## src/rtl/decision_arbiter_pkg.sv

```systemverilog
// Shared definitions for the round-decision unit: "no event" code, FSM state encoding
// and a constant-evaluable clog2 used to size index and timer fields.
package decision_arbiter_pkg;

  localparam int unsigned CODE_NONE = 0;

  typedef enum logic [1:0] {
    ST_IDLE    = 2'd0,
    ST_COLLECT = 2'd1,
    ST_DONE    = 2'd2
  } state_e;

  // Minimum width able to index 'value' items; never returns 0 so fields stay legal.
  function automatic int unsigned clog2_f(input int unsigned value);
    int unsigned w;
    w = 1;
    while ((64'd1 << w) < 64'(value)) begin
      w = w + 1;
    end
    return w;
  endfunction

endpackage

```

## src/rtl/decision_arbiter_rr_priority_pick.sv

```systemverilog
// Round-robin priority picker: returns the first requesting channel at or after ptr_i,
// wrapping around, plus a flag saying whether any channel requested.
module rr_priority_pick
  import decision_arbiter_pkg::*;
#(
  parameter int unsigned N_CH  = 4,
  parameter int unsigned IDX_W = clog2_f(N_CH)
) (
  input  logic [N_CH-1:0]  req_i,
  input  logic [IDX_W-1:0] ptr_i,
  output logic [IDX_W-1:0] grant_o,
  output logic             any_o
);

  // Scan from farthest to nearest offset so the nearest requester is the last one written.
  always_comb begin
    int             idx;
    logic [IDX_W-1:0] sel;
    grant_o = '0;
    any_o   = 1'b0;
    idx     = 0;
    sel     = '0;
    for (int k = int'(N_CH) - 1; k >= 0; k--) begin
      idx = int'(ptr_i) + k;
      idx = (idx >= int'(N_CH)) ? (idx - int'(N_CH)) : idx;
      sel = IDX_W'(idx);
      grant_o = req_i[sel] ? sel  : grant_o;
      any_o   = req_i[sel] ? 1'b1 : any_o;
    end
  end

endmodule

```

## src/rtl/decision_arbiter.sv

```systemverilog
// Round-decision unit: collects per-channel events, picks a winner (correct beats out/wrong,
// round-robin among channels) and holds it until acknowledged. DECISION_SCORE_EN adds scores.
module decision_arbiter
  import decision_arbiter_pkg::*;
#(
  parameter int unsigned N_CH    = 4,
  parameter int unsigned CODE_W  = 2,
  parameter int unsigned TIMEOUT = 255,
  parameter int unsigned SCORE_W = 8
) (
  input  logic                       Clock,
  input  logic                       Reset_n,
  input  logic                       Start,
  input  logic [N_CH-1:0]            Guess_valid,
  input  logic [N_CH*CODE_W-1:0]     Correct_guess,
  input  logic [N_CH*CODE_W-1:0]     Out_wr,
  input  logic                       Result_ack,
  output logic [CODE_W-1:0]          Result,
  output logic [clog2_f(N_CH)-1:0]   Winner,
  output logic                       Result_valid,
  output logic                       Timeout,
  output logic                       Busy,
  output logic [N_CH*SCORE_W-1:0]    Score
);

  localparam int unsigned WIN_W = clog2_f(N_CH);
  localparam int unsigned TMR_W = clog2_f(TIMEOUT);

  state_e             state_q, state_d;
  logic [CODE_W-1:0]  result_q, result_d;
  logic [WIN_W-1:0]   winner_q, winner_d;
  logic               valid_q, valid_d;
  logic               timeout_q, timeout_d;
  logic               busy_q, busy_d;
  logic [WIN_W-1:0]   ptr_q, ptr_d;
  logic [TMR_W-1:0]   timer_q, timer_d;

  logic [N_CH-1:0]    corr_req_s, out_req_s;
  logic [WIN_W-1:0]   corr_idx_s, out_idx_s;
  logic               corr_any_s, out_any_s;
  logic [CODE_W-1:0]  corr_code_s, out_code_s;

  function automatic logic [WIN_W-1:0] ptr_after(input logic [WIN_W-1:0] w);
    return (int'(w) == int'(N_CH) - 1) ? '0 : (w + WIN_W'(1));
  endfunction

  // A channel with a non-zero correct code also counts as correct even if it reports out/wrong.
  always_comb begin
    corr_req_s = '0;
    out_req_s  = '0;
    for (int i = 0; i < int'(N_CH); i++) begin
      corr_req_s[i] = Guess_valid[i] & (|Correct_guess[i*CODE_W +: CODE_W]);
      out_req_s[i]  = Guess_valid[i] & (|Out_wr[i*CODE_W +: CODE_W]);
    end
  end

  rr_priority_pick #(.N_CH(N_CH), .IDX_W(WIN_W)) u_pick_corr (
    .req_i   (corr_req_s),
    .ptr_i   (ptr_q),
    .grant_o (corr_idx_s),
    .any_o   (corr_any_s)
  );

  rr_priority_pick #(.N_CH(N_CH), .IDX_W(WIN_W)) u_pick_out (
    .req_i   (out_req_s),
    .ptr_i   (ptr_q),
    .grant_o (out_idx_s),
    .any_o   (out_any_s)
  );

  // Fetch the code belonging to each picked channel.
  always_comb begin
    corr_code_s = '0;
    out_code_s  = '0;
    for (int i = 0; i < int'(N_CH); i++) begin
      corr_code_s = (corr_idx_s == WIN_W'(i)) ? Correct_guess[i*CODE_W +: CODE_W] : corr_code_s;
      out_code_s  = (out_idx_s  == WIN_W'(i)) ? Out_wr[i*CODE_W +: CODE_W]        : out_code_s;
    end
  end

  // Round FSM, timer, pointer and result next-state.
  always_comb begin
    state_d   = state_q;
    result_d  = result_q;
    winner_d  = winner_q;
    valid_d   = valid_q;
    timeout_d = timeout_q;
    busy_d    = busy_q;
    ptr_d     = ptr_q;
    timer_d   = timer_q;
    case (state_q)
      ST_IDLE: begin
        if (Start) begin
          state_d = ST_COLLECT;
          timer_d = '0;
          busy_d  = 1'b1;
        end else begin
          state_d = ST_IDLE;
        end
      end
      ST_COLLECT: begin
        if (corr_any_s) begin
          result_d  = corr_code_s;
          winner_d  = corr_idx_s;
          ptr_d     = ptr_after(corr_idx_s);
          valid_d   = 1'b1;
          timeout_d = 1'b0;
          state_d   = ST_DONE;
        end else if (out_any_s) begin
          result_d  = out_code_s;
          winner_d  = out_idx_s;
          ptr_d     = ptr_after(out_idx_s);
          valid_d   = 1'b1;
          timeout_d = 1'b0;
          state_d   = ST_DONE;
        end else if (timer_q == TMR_W'(TIMEOUT - 1)) begin
          result_d  = CODE_W'(CODE_NONE);
          winner_d  = '0;
          valid_d   = 1'b1;
          timeout_d = 1'b1;
          state_d   = ST_DONE;
        end else begin
          timer_d = timer_q + TMR_W'(1);
        end
      end
      ST_DONE: begin
        if (Result_ack) begin
          state_d   = ST_IDLE;
          valid_d   = 1'b0;
          timeout_d = 1'b0;
          busy_d    = 1'b0;
        end else begin
          state_d = ST_DONE;
        end
      end
      default: begin
        state_d   = ST_IDLE;
        valid_d   = 1'b0;
        timeout_d = 1'b0;
        busy_d    = 1'b0;
      end
    endcase
  end

  // State and output registers.
  always_ff @(posedge Clock or negedge Reset_n) begin
    if (!Reset_n) begin
      state_q   <= ST_IDLE;
      result_q  <= '0;
      winner_q  <= '0;
      valid_q   <= 1'b0;
      timeout_q <= 1'b0;
      busy_q    <= 1'b0;
      ptr_q     <= '0;
      timer_q   <= '0;
    end else begin
      state_q   <= state_d;
      result_q  <= result_d;
      winner_q  <= winner_d;
      valid_q   <= valid_d;
      timeout_q <= timeout_d;
      busy_q    <= busy_d;
      ptr_q     <= ptr_d;
      timer_q   <= timer_d;
    end
  end

  assign Result       = result_q;
  assign Winner       = winner_q;
  assign Result_valid = valid_q;
  assign Timeout      = timeout_q;
  assign Busy         = busy_q;

`ifdef DECISION_SCORE_EN
  logic [N_CH*SCORE_W-1:0] score_q;
  logic                    score_hit_s;

  assign score_hit_s = (state_q == ST_COLLECT) && corr_any_s;

  // Saturating per-channel counters, bumped only on correct-guess wins.
  always_ff @(posedge Clock or negedge Reset_n) begin
    if (!Reset_n) begin
      score_q <= '0;
    end else begin
      for (int i = 0; i < int'(N_CH); i++) begin
        if (score_hit_s && (corr_idx_s == WIN_W'(i)) &&
            (score_q[i*SCORE_W +: SCORE_W] != {SCORE_W{1'b1}})) begin
          score_q[i*SCORE_W +: SCORE_W] <= score_q[i*SCORE_W +: SCORE_W] + SCORE_W'(1);
        end else begin
          score_q[i*SCORE_W +: SCORE_W] <= score_q[i*SCORE_W +: SCORE_W];
        end
      end
    end
  end

  assign Score = score_q;
`else
  assign Score = '0;
`endif

endmodule
```

## config.mk

```make
export PLATFORM = sky130hd
export DESIGN_NAME = decision_arbiter
export DESIGN_NICKNAME = d
export VERILOG_FILES = /design/src/rtl/decision_arbiter_pkg.sv /design/src/rtl/decision_arbiter_rr_priority_pick.sv /design/src/rtl/decision_arbiter.sv
export SDC_FILE = /design/constraint.sdc
export NUM_CORES = 1
export LEC_CHECK = 0
export CAP_MARGIN = 0
export CORE_MARGIN = 1.5
export CORE_UTILIZATION = 45
export DETAILED_ROUTE_END_ITERATION = 12
export GPL_ROUTABILITY_DRIVEN = 0
export GPL_TIMING_DRIVEN = 0
export PLACE_DENSITY = 0.79
export SYNTH_ARGS = -nofsm -noshare
export SYNTH_HDL_FRONTEND = slang
export SYNTH_SLANG_ARGS = --single-unit
```

## constraint.sdc

```tcl
create_clock -name Clock -period 6.9 [get_ports Clock]
set_input_delay 1.035 -clock Clock [delete_from_list [all_inputs] [get_ports Clock]]
set_output_delay 1.035 -clock Clock [all_outputs]
set_load 0.005 [all_outputs]
```

Word-level counts from Yosys, hierarchy flattened
Cells that the tools add are included.

cells by class
  add/subtract/negate cells = 10
  $lt $le $gt $ge = 8
  eq/ne operators = 17
  mux-type cells = 74
  bitwise operators = 10
  reduce and logical (&&, ||, !) cells = 19

operator list
  operator             number
  $mux 2               33
  $mux 8               4
  $mux 1               24
  $bmux 1 s2           8
  $pmux 8 s2           1
  $reduce_or 2->1      8
  $lt 2x3->1 const B   4
  $eq 2x1->1 const B   5
  $eq 2x2->1 const B   5
  $ne 2x2->1 const B   5
  $ge 3x3->1 const B   3
  $pmux 1 s3           3
  $add 8x1->8 const B  1
  $and 1x1->1          8
  $eq 8x8->1 const B   1
  $sub 2x1->2 const B  4
  $add 2x2->3 const B  2
  $logic_not 2->1      3
  $pmux 2 s3           1
  $reduce_and 3->1     2
  $reduce_and 5->1     1
  $add 2x1->2 const B  2
  $ne 4x4->1 const B   1
  $reduce_and 2->1     2
  5 further kinds      7

storage, ports and cells
  flip-flop bits (word level) = 19
  input bits = 24
  output and inout port bits = 39
  logic and storage cells = 146

Depth between registers and ports, before layout
Gate-level depths: netlist (run 1).

  depth after elaboration = 16
  mapped depth = 10
  depth with buffers taken out = 10

Hierarchy
Synthesis (run 1) repeated with hierarchy kept, for this count alone.

unflattened totals
  cells, all modules = 206
  area total of the unflattened synthesis = 1,706.6 um2

by module, submodules not included
  module            instances  cells each  area each (um2)  sequential area each (um2)
  decision_arbiter  1          180         1,551.5          475.5
  rr_priority_pick  2          13          77.6             0.0

Least setup slack after synthesis (run 1)
OpenSTA, ideal clock, no wires.

  kind = input -> register
  start point = in Correct_guess[1]
  end point = reg result_q[0] (netlist: Result[0])
  setup time = 125 ps
  arrival = 2,722 ps
  required time = 6,775 ps
  setup slack = 4,053 ps
  cell stages on the path = 10
  buffers on the path = 0
  path through = o211a_1 -> o21ai_0 -> nand2_1 -> a22o_1 -> ha_1 -> and3b_1 -> a211o_1 -> a22oi_1 -> o22ai_1 -> mux2_2

between the ends
  cells in the longest elaborated chain, start to end = 14
  elaborated cells on any way between the ends = 29
  those cells by class = eq/ne: 3; mux: 21; bitwise: 1; reduce/logical: 4

RTL lines
  element                       RTL line                                                                          RTL
  start: declaration            decision_arbiter.sv:15                                                            input logic [N_CH*CODE_W-1:0] Correct_guess,
  $reduce_or 2->1 *             decision_arbiter.sv:52                                                            corr_req_s[i] = Guess_valid[i] & (|Correct_guess[i*CODE_W +: CODE_W]);
  $and 1x1->1 *                 decision_arbiter.sv:52
  $bmux 1 s2                    decision_arbiter_rr_priority_pick.sv:27, decision_arbiter_rr_priority_pick.sv:28
  $mux 1 (not written as such)  decision_arbiter_rr_priority_pick.sv:27, decision_arbiter_rr_priority_pick.sv:28
  $mux 2 (4 in series)          decision_arbiter_rr_priority_pick.sv:27                                           grant_o = req_i[sel] ? sel : grant_o;
  $logic_not 2->1               decision_arbiter.sv:76                                                            corr_code_s = (corr_idx_s == WIN_W'(i)) ? Correct_guess[i*CODE_W +: CODE_W] : corr_code_s;
  $mux 2 (4 in series)          decision_arbiter.sv:76
  $mux 2                        decision_arbiter.sv:102                                                           if (corr_any_s) begin
  end signal: assignment        decision_arbiter.sv:158                                                           result_q <= result_d;
  end: declaration              decision_arbiter.sv:30                                                            logic [CODE_W-1:0] result_q, result_d;

Every way passes the cells marked *; elsewhere a longest branch is shown, timed or not. The select of a mux whose other input is x is not followed.
A chain may end at the register's enable or synchronous reset.

Worst setup path in the final report (run 1)
  start point = in Guess_valid[0]
  end point = reg result_q[1] (netlist: Result[1])

between the ends
  cells in the longest elaborated chain, start to end = 14
  elaborated cells on any way between the ends = 54
  those cells by class = eq/ne: 6; mux: 42; bitwise: 2; reduce/logical: 4

RTL lines
  element                       RTL line                                                                          RTL
  start: declaration            decision_arbiter.sv:14                                                            input logic [N_CH-1:0] Guess_valid,
  $and 1x1->1                   decision_arbiter.sv:53                                                            out_req_s[i] = Guess_valid[i] & (|Out_wr[i*CODE_W +: CODE_W]);
  $bmux 1 s2                    decision_arbiter_rr_priority_pick.sv:27, decision_arbiter_rr_priority_pick.sv:28
  $mux 1 (not written as such)  decision_arbiter_rr_priority_pick.sv:27, decision_arbiter_rr_priority_pick.sv:28
  $mux 2 (4 in series)          decision_arbiter_rr_priority_pick.sv:27
  $logic_not 2->1               decision_arbiter.sv:77                                                            out_code_s = (out_idx_s == WIN_W'(i)) ? Out_wr[i*CODE_W +: CODE_W] : out_code_s;
  $mux 2 (4 in series)          decision_arbiter.sv:77
  $mux 2                        decision_arbiter.sv:109                                                           end else if (out_any_s) begin
  $mux 2                        decision_arbiter.sv:102

Several ways; a longest one is shown, not always the timed one. The select of a mux whose other input is x is not followed.

==> results of run 1 <==
-- worst max-delay path by stage --
stage | startpoint | end
detailed placement | Guess_valid[0] | Result[0]
global route | Guess_valid[0] | Result[0]
global placement | Guess_valid[0] | Result[0]
finish | Guess_valid[0] | Result[1]
CTS | Guess_valid[0] | Result[0]
floorplan | Correct_guess[1] | Result[0]
-- flip-flops by register name, indices dropped and copies added, names as in the netlist --
| register | cells |
|---|---|
| timer_q | 8 |
| Result_valid | 1 |
| ptr_q | 2 |
| Timeout | 1 |
| state_q | 2 |
| Winner | 2 |
| Result | 2 |
| Busy | 1 |
-- cell usage in the layout (no fill, tap or decap), types with 2 or more instances in the layout --
cell type	n
inv_1	15
clkbuf_8	3
mux2_2	4
and4_1	2
o22ai_1	5
nand3_1	7
clkdlybuf4s50_1	30
a22oi_1	4
a2bb2oi_1	2
o21a_1	3
nor2_1	2
o31ai_1	2
ha_1	10
or3_1	4
a21oi_1	20
nand2_1	14
buf_4	32
a22o_1	2
dfrtp_1	19
o211ai_1	2
conb_1	32
o21ai_1	5
a211o_1	2
o21ai_0	15
and3b_1	3
clkbuf_1	2
nand4_1	2
o21ai_2	3
-- synthesized netlist by cell type, types with 3 or more instances --
library cell	count	area, µm²
a21oi_1	20	100.1
a22oi_1	4	30.03
and3b_1	3	26.28
buf_4	32	240.2
dfrtp_1	19	475.5
ha_1	10	125.1
inv_1	15	56.30
mux2_2	4	45.04
nand2_1	14	52.55
nand3_1	7	35.03
o21a_1	3	22.52
o21ai_0	15	75.07
o21ai_1	5	25.02
o21ai_2	3	26.28
o22ai_1	5	31.28
or3_1	4	25.02
-- metal layers --
metal,up-vias,share of wire (%)
met2,62,45
li1,776,-
met3,4,7.0
met1,710,47
met4,0,1.0
met5,-,0
-- power by group --
group	total, µW	switching [µW]	leakage [µW]	internal, µW
Sequential	169	31.0	0.000243	138
Clock	75.2	34.2	0.0000228	40.9
Combinational	243	116	0.000774	127
Total	487	181	0.00104	306
-- cell families (layout without fill, tap and decap cells) --
logic type      Yosys count  count (layout)  synth area share, %
compound gates           72              72                27.29
buf+inv                  50              84                19.12
simple gates             40              40                14.36
flops                    19              19                28.72
fa+ha+maj                10              10                7.559
mux                       4               4                2.721
other cells               1              32               0.2265
-- through the flow --
| stage | area (µm²) | instances | power, µW |
|---|---|---|---|
| 2_1_floorplan | 1772 | 227 | 319.1 |
| 3_3_place_gp | 2130 | 303 | 402.1 |
| 3_5_place_dp | 2130 | 303 | 408.6 |
| 4_1_cts | 2175 | 307 | 487.0 |
| 5_1_grt | 2175 | 307 | 525.9 |
| 6_report | 2175 | 307 | 487.4 |
-- layout make-up --
type / instances / share of cell area, %
Multi-Input combinational cell: 158 / 45.05
Sequential cell: 19 / 21.86
Timing Repair Buffer: 30 / 13.81
Buffer: 35 / 11.97
Tap cell: 46 / 2.647
Inverter: 15 / 2.589
Clock buffer: 4 / 2.071
==> impl_metrics.py, run 1 <==
metrics = {
    "global_routing": {
        "number_of_antenna_violations_at_the_first_check_in_global_routing": 0,
        "grt_pass1_wl_mm": 6.030,
        "use_met3_pct": 2.143,
        "grt_usage_pct": 18.28,
        "gr-usage-met2_pct": 30.13,
        "first_global_vias": 1393,
        "grt.overflow.total": 0,
        "gr-max-usage-layer": "met2",
        "grt.met1_usage_pct": 25.20,
        "grt_max_degree": 20,
    },
    "finish": {
        "utilization_pct": 63.18,
        "antenna-diode-count": 0,
        "nets": 296,
        "layout.filler_cells": 318,
        "multi_input_comb_area_um2": 979.7,
        "synth_to_final_area_change_pct": 31.37,
        "layout-drive-gt1-share_pct": 17.62,
        "ff_latch_area_um2": 475.5,
    },
    "timing": {
        "final.hold.worst_slack_ns": 0.5174,
        "fmax_ghz": 0.2872,
        "slew_viol_final": 0,
        "finalHoldViolCount": 0,
        "setup_violations": 0,
        "setup_slack_ns": 3.418,
        "measured_slew_at_the_worst_slew_check_pin_ns": 0.8608,
        "setup-tns-final_ns": 0,
        "period_needed_ns": 3.482,
        "rsz0062_at_grt": "false",
        "post-route-period-util_pct": 50.47,
        "fin_worst_skew_ns": 0.002779,
        "max_slew_margin_pct": 42.44,
    },
    "detailed_routing": {
        "viasPerCell": 5.055,
        "detail_route.drc_violations": 0,
        "final_antenna_net_count": 0,
        "drt_first_iter_violations": 82,
        "via_count": 1552,
        "drt-pass1-iter-count": 4,
        "routed_wl_mm": 3.569,
        "drt_wl_cell_um": 11.63,
    },
    "run": {
        "cap_viol_max_count": 0,
    },
    "logic_synthesis": {
        "syn_avg_cell_area_um2": 8.446,
        "synth_warnings": 0,
        "synthCells": 196,
        "synth_edf_count": 0,
        "synth.cell_area_um2": 1655,
        "postSynthRegisterBits": 19,
        "synth_sequential_area_ratio_pct": 28.72,
        "postSynth.asyncResetShare_pct": 100.0,
        "synthFlopType": "dfrtp_1",
        "netlist-cell-type-count": 41,
    },
    "critical_path": {
        "r2r_start": "ptr_q[1]",
        "cp-end-kind": "register",
        "cpPeakStageDelay_ns": 0.54,
        "timing.critical_path.arrival_ns": 3.62,
        "critical_path_class": "in -> reg",
        "timing.critical_path.depth": 10,
        "critical_path_required_ns": 7.03,
        "critical_path.top_delay_family": "compound AO/OA/AOI/OAI gates",
        "critical_path.startpoint_type": "input pin",
        "worstPathMaxFanout": 5,
        "cpMaxStageDelayCell": "clkdlybuf4s50_1",
        "worstPathCellList": "clkdlybuf4s50_1 > o21ai_1 > mux2_2 > o22ai_1 > inv_1 > ha_1 > a211o_1 > a22oi_1 > o22ai_1 > mux2_2",
        "critical_path_buf_inv_count": 2,
        "reg2reg_to": "Result[1]",
        "r2r_setup_slack_ns": 4.15,
        "number_of_cell_instances_on_the_worst_register_to_register_path": 9,
    },
    "die": {
        "die_x_um": 63.65,
        "core_region_area_um2": 3442,
        "core.rowCount": 21,
        "effective_utilization_at_floorplan_pct": 48.09,
        "die_height_um": 63.65,
        "die_area_um2": 4051,
        "ioPinCount": 63,
    },
    "placed_design": {
        "port_buffers": 30,
        "post-place-ws_ns": 3.196,
        "dp.final_hpwl_mm": 2.862,
    },
    "outcome": {
        "status": "finished clean",
    },
    "clock_network": {
        "clock_tree_from_tritoncts": "built",
        "cts_inserted_buffers": 3,
        "tritoncts_num_sinks": 19,
        "clock_latency_ns": 0.25,
        "clkSlewWorstSetupHoldPaths_ns": 0.07,
        "clk_root_buffer_cell": "clkbuf_8",
        "ctsHoldBuffers": 0,
        "cts_max_path_buffers": 2,
        "cts_resized": 0,
        "cts_setup_buffers": 0,
        "clock_tree.htree_level_count": 1,
    },
    "hold_path": {
        "timing.hold.worst_endpoint": "Result[1]",
        "holdPathStages": 1,
        "hold_class": "reg -> reg",
        "hold_start": "Result[1]",
    },
    "pwr": {
        "standby_leakage_power_uw": 0.001040,
        "power_density_nw_per_um2": 224.1,
        "irDropWorstVdd_uv": 154.0,
    },
}
Power figures use the tool's default switching activity.
==> run 2, diff against run 1 <==
- CORE_UTILIZATION: 45 -> 40
- PLACE_DENSITY: 0.79 -> 0.74
- clock period: 6.9 -> 3.1 ns (I/O delays scaled with it)
==> impl_metrics.py, run 2 (same netlist as run 1, synthesis figures left out) <==
metrics = {
    "clock_network": {
        "cts_inserted_buffers": 3,
        "clock_tree_from_tritoncts": "built",
        "clkSlewWorstSetupHoldPaths_ns": 0.07,
        "tritoncts_num_sinks": 19,
        "clock_latency_ns": 0.26,
        "cts_max_path_buffers": 2,
        "clock_tree.htree_level_count": 1,
        "cts_setup_buffers": 0,
        "clk_root_buffer_cell": "clkbuf_8",
        "ctsHoldBuffers": 0,
        "cts_resized": 0,
    },
    "finish": {
        "largest_register": "timer_q",
        "antenna-diode-count": 0,
        "synth_to_final_area_change_pct": 31.75,
        "largest_register_ffs": 8,
        "utilization_pct": 54.52,
        "nets": 296,
        "layout_common_cells": "buf_4, conb_1, clkdlybuf4s50_1, a21oi_1, dfrtp_1",
        "layout-drive-gt1-share_pct": 18.01,
        "layout.filler_cells": 393,
    },
    "detailed_routing": {
        "via_count": 1504,
        "detail_route.drc_violations": 0,
        "final_antenna_net_count": 0,
        "drt_wl_cell_um": 11.32,
        "routed_wl_mm": 3.522,
        "drt_first_iter_violations": 43,
        "viasPerCell": 4.836,
        "drt-pass1-iter-count": 4,
    },
    "timing": {
        "period_needed_ns": 2.856,
        "finalHoldViolCount": 0,
        "rsz0062_at_grt": "false",
        "fin_worst_skew_ns": 0.004016,
        "measured_slew_at_the_worst_slew_check_pin_ns": 0.8455,
        "post-route-period-util_pct": 92.13,
        "max_slew_margin_pct": 43.45,
        "slew_viol_final": 0,
        "setup-tns-final_ns": 0,
        "setup_slack_ns": 0.2440,
        "fmax_ghz": 0.3501,
        "setup_violations": 0,
    },
    "critical_path": {
        "critical_path_required_ns": 3.24,
        "critical_path.top_delay_family": "compound AO/OA/AOI/OAI gates",
        "cpMaxStageDelayCell": "clkdlybuf4s50_1",
        "worstPathMaxFanout": 5,
        "worstPathCellList": "clkdlybuf4s50_1 > o21ai_1 > mux2_2 > o22ai_1 > inv_1 > ha_1 > a211o_1 > a22oi_1 > o22ai_1 > mux2_2",
        "critical_path_class": "in -> reg",
        "cpPeakStageDelay_ns": 0.54,
        "critical_path.startpoint_type": "input pin",
        "timing.critical_path.arrival_ns": 3.00,
        "cp-end-kind": "register",
        "critical_path_buf_inv_count": 2,
    },
    "global_routing": {
        "grt_max_degree": 20,
        "grt_pass1_wl_mm": 5.575,
        "grt_usage_pct": 15.66,
        "grt.overflow.total": 0,
        "number_of_antenna_violations_at_the_first_check_in_global_routing": 0,
        "first_global_vias": 1248,
    },
    "die": {
        "core_region_area_um2": 4000,
        "die_height_um": 67.33,
        "core.rowCount": 23,
        "die_area_um2": 4533,
        "effective_utilization_at_floorplan_pct": 41.38,
        "ioPinCount": 63,
        "die_x_um": 67.33,
    },
    "pwr": {
        "clock_network_fraction_of_design_power_pct": 16.1,
        "design_power_total_uw": 1082,
        "power_density_nw_per_um2": 496.0,
        "swShare_pct": 37.24,
        "standby_leakage_power_uw": 0.001042,
        "power.sequential.fraction_pct": 34.1,
        "irDropWorstVdd_uv": 357.3,
        "power_report.internal_total_uw": 678.8,
        "combPwrFrac_pct": 49.7,
        "p_switching_uw": 402.8,
    },
    "placed_design": {
        "dp.final_hpwl_mm": 2.864,
        "port_buffers": 30,
        "post-place-ws_ns": -0.02988,
    },
    "run": {
        "cap_viol_max_count": 0,
    },
    "outcome": {
        "status": "finished clean",
    },
    "hold_path": {
        "hold_class": "reg -> reg",
    },
}
==> run 2: layer usage <==
metal / GRT usage [%] / vias up / wire length, µm
met1: 22.42 / 665 / 1731
met2: 26.49 / 53 / 1565
met4: 2.296 / 0 / 14
li1: - / 784 / -
met5: 0 / - / 0
met3: 1.000 / 2 / 210
==> run 2: worst reg2reg max path: stages (launching register included) <==
cell	delay [ns]
dfrtp_1	0.44
inv_1	0.16
mux2_2	0.35
o22ai_1	0.35
inv_1	0.12
ha_1	0.26
a211o_1	0.30
a22oi_1	0.20
o22ai_1	0.12
mux2_2	0.27
==> run 2: cell type report <==
class                           count  area (µm²)  share of cell area, %
Clock inverter                      1       5.005                 0.2295
Clock buffer                        3       41.29                  1.893
Multi-Input combinational cell    158       979.7                  44.92
Buffer                             35       260.3                  11.93
Timing Repair Buffer               30       300.3                  13.77
Inverter                           15       56.30                  2.582
Tap cell                           50       62.56                  2.869
Sequential cell                    19       475.5                  21.80
==> run 2: path summary, 6_finish.rpt <==
path                           startpoint         end  slack (ns)  cells past startpoint
setup / recovery           Guess_valid[2]   Result[0]        0.24                     10
hold / removal                  Result[1]   Result[1]        0.52                      1
setup reg to reg                 ptr_q[1]   Result[0]        0.43                      9
hold reg to reg                 Result[1]   Result[1]        0.52                      1
max in group asynchronous         Reset_n   Result[0]        1.89                      1
min in group asynchronous         Reset_n  timer_q[3]        0.69                      1
==> run 2: power groups by stage <==
| stage | registers (µW) | logic [µW] | clock network, µW |
|---|---|---|---|
| detailed placement | 372 | 536 | 0 |
| CTS | 368 | 540 | 178 |
| global route | 380 | 601 | 188 |
| finish | 369 | 538 | 174 |
| global placement | 373 | 523 | 0 |
| floorplan | 361 | 350 | 0 |
==> run 2: per-stage QoR <==
| step | std cells | cell area (µm²) | hold WS (ns) |
|---|---|---|---|
| 2_1_floorplan | 227 | 1772 | 0.1694 |
| 3_3_place_gp | 307 | 2135 | 0.5084 |
| 3_5_place_dp | 307 | 2135 | 0.4953 |
| 4_1_cts | 311 | 2181 | 0.5273 |
| 5_1_grt | 311 | 2181 | 0.5421 |
| 6_report | 311 | 2181 | 0.5247 |
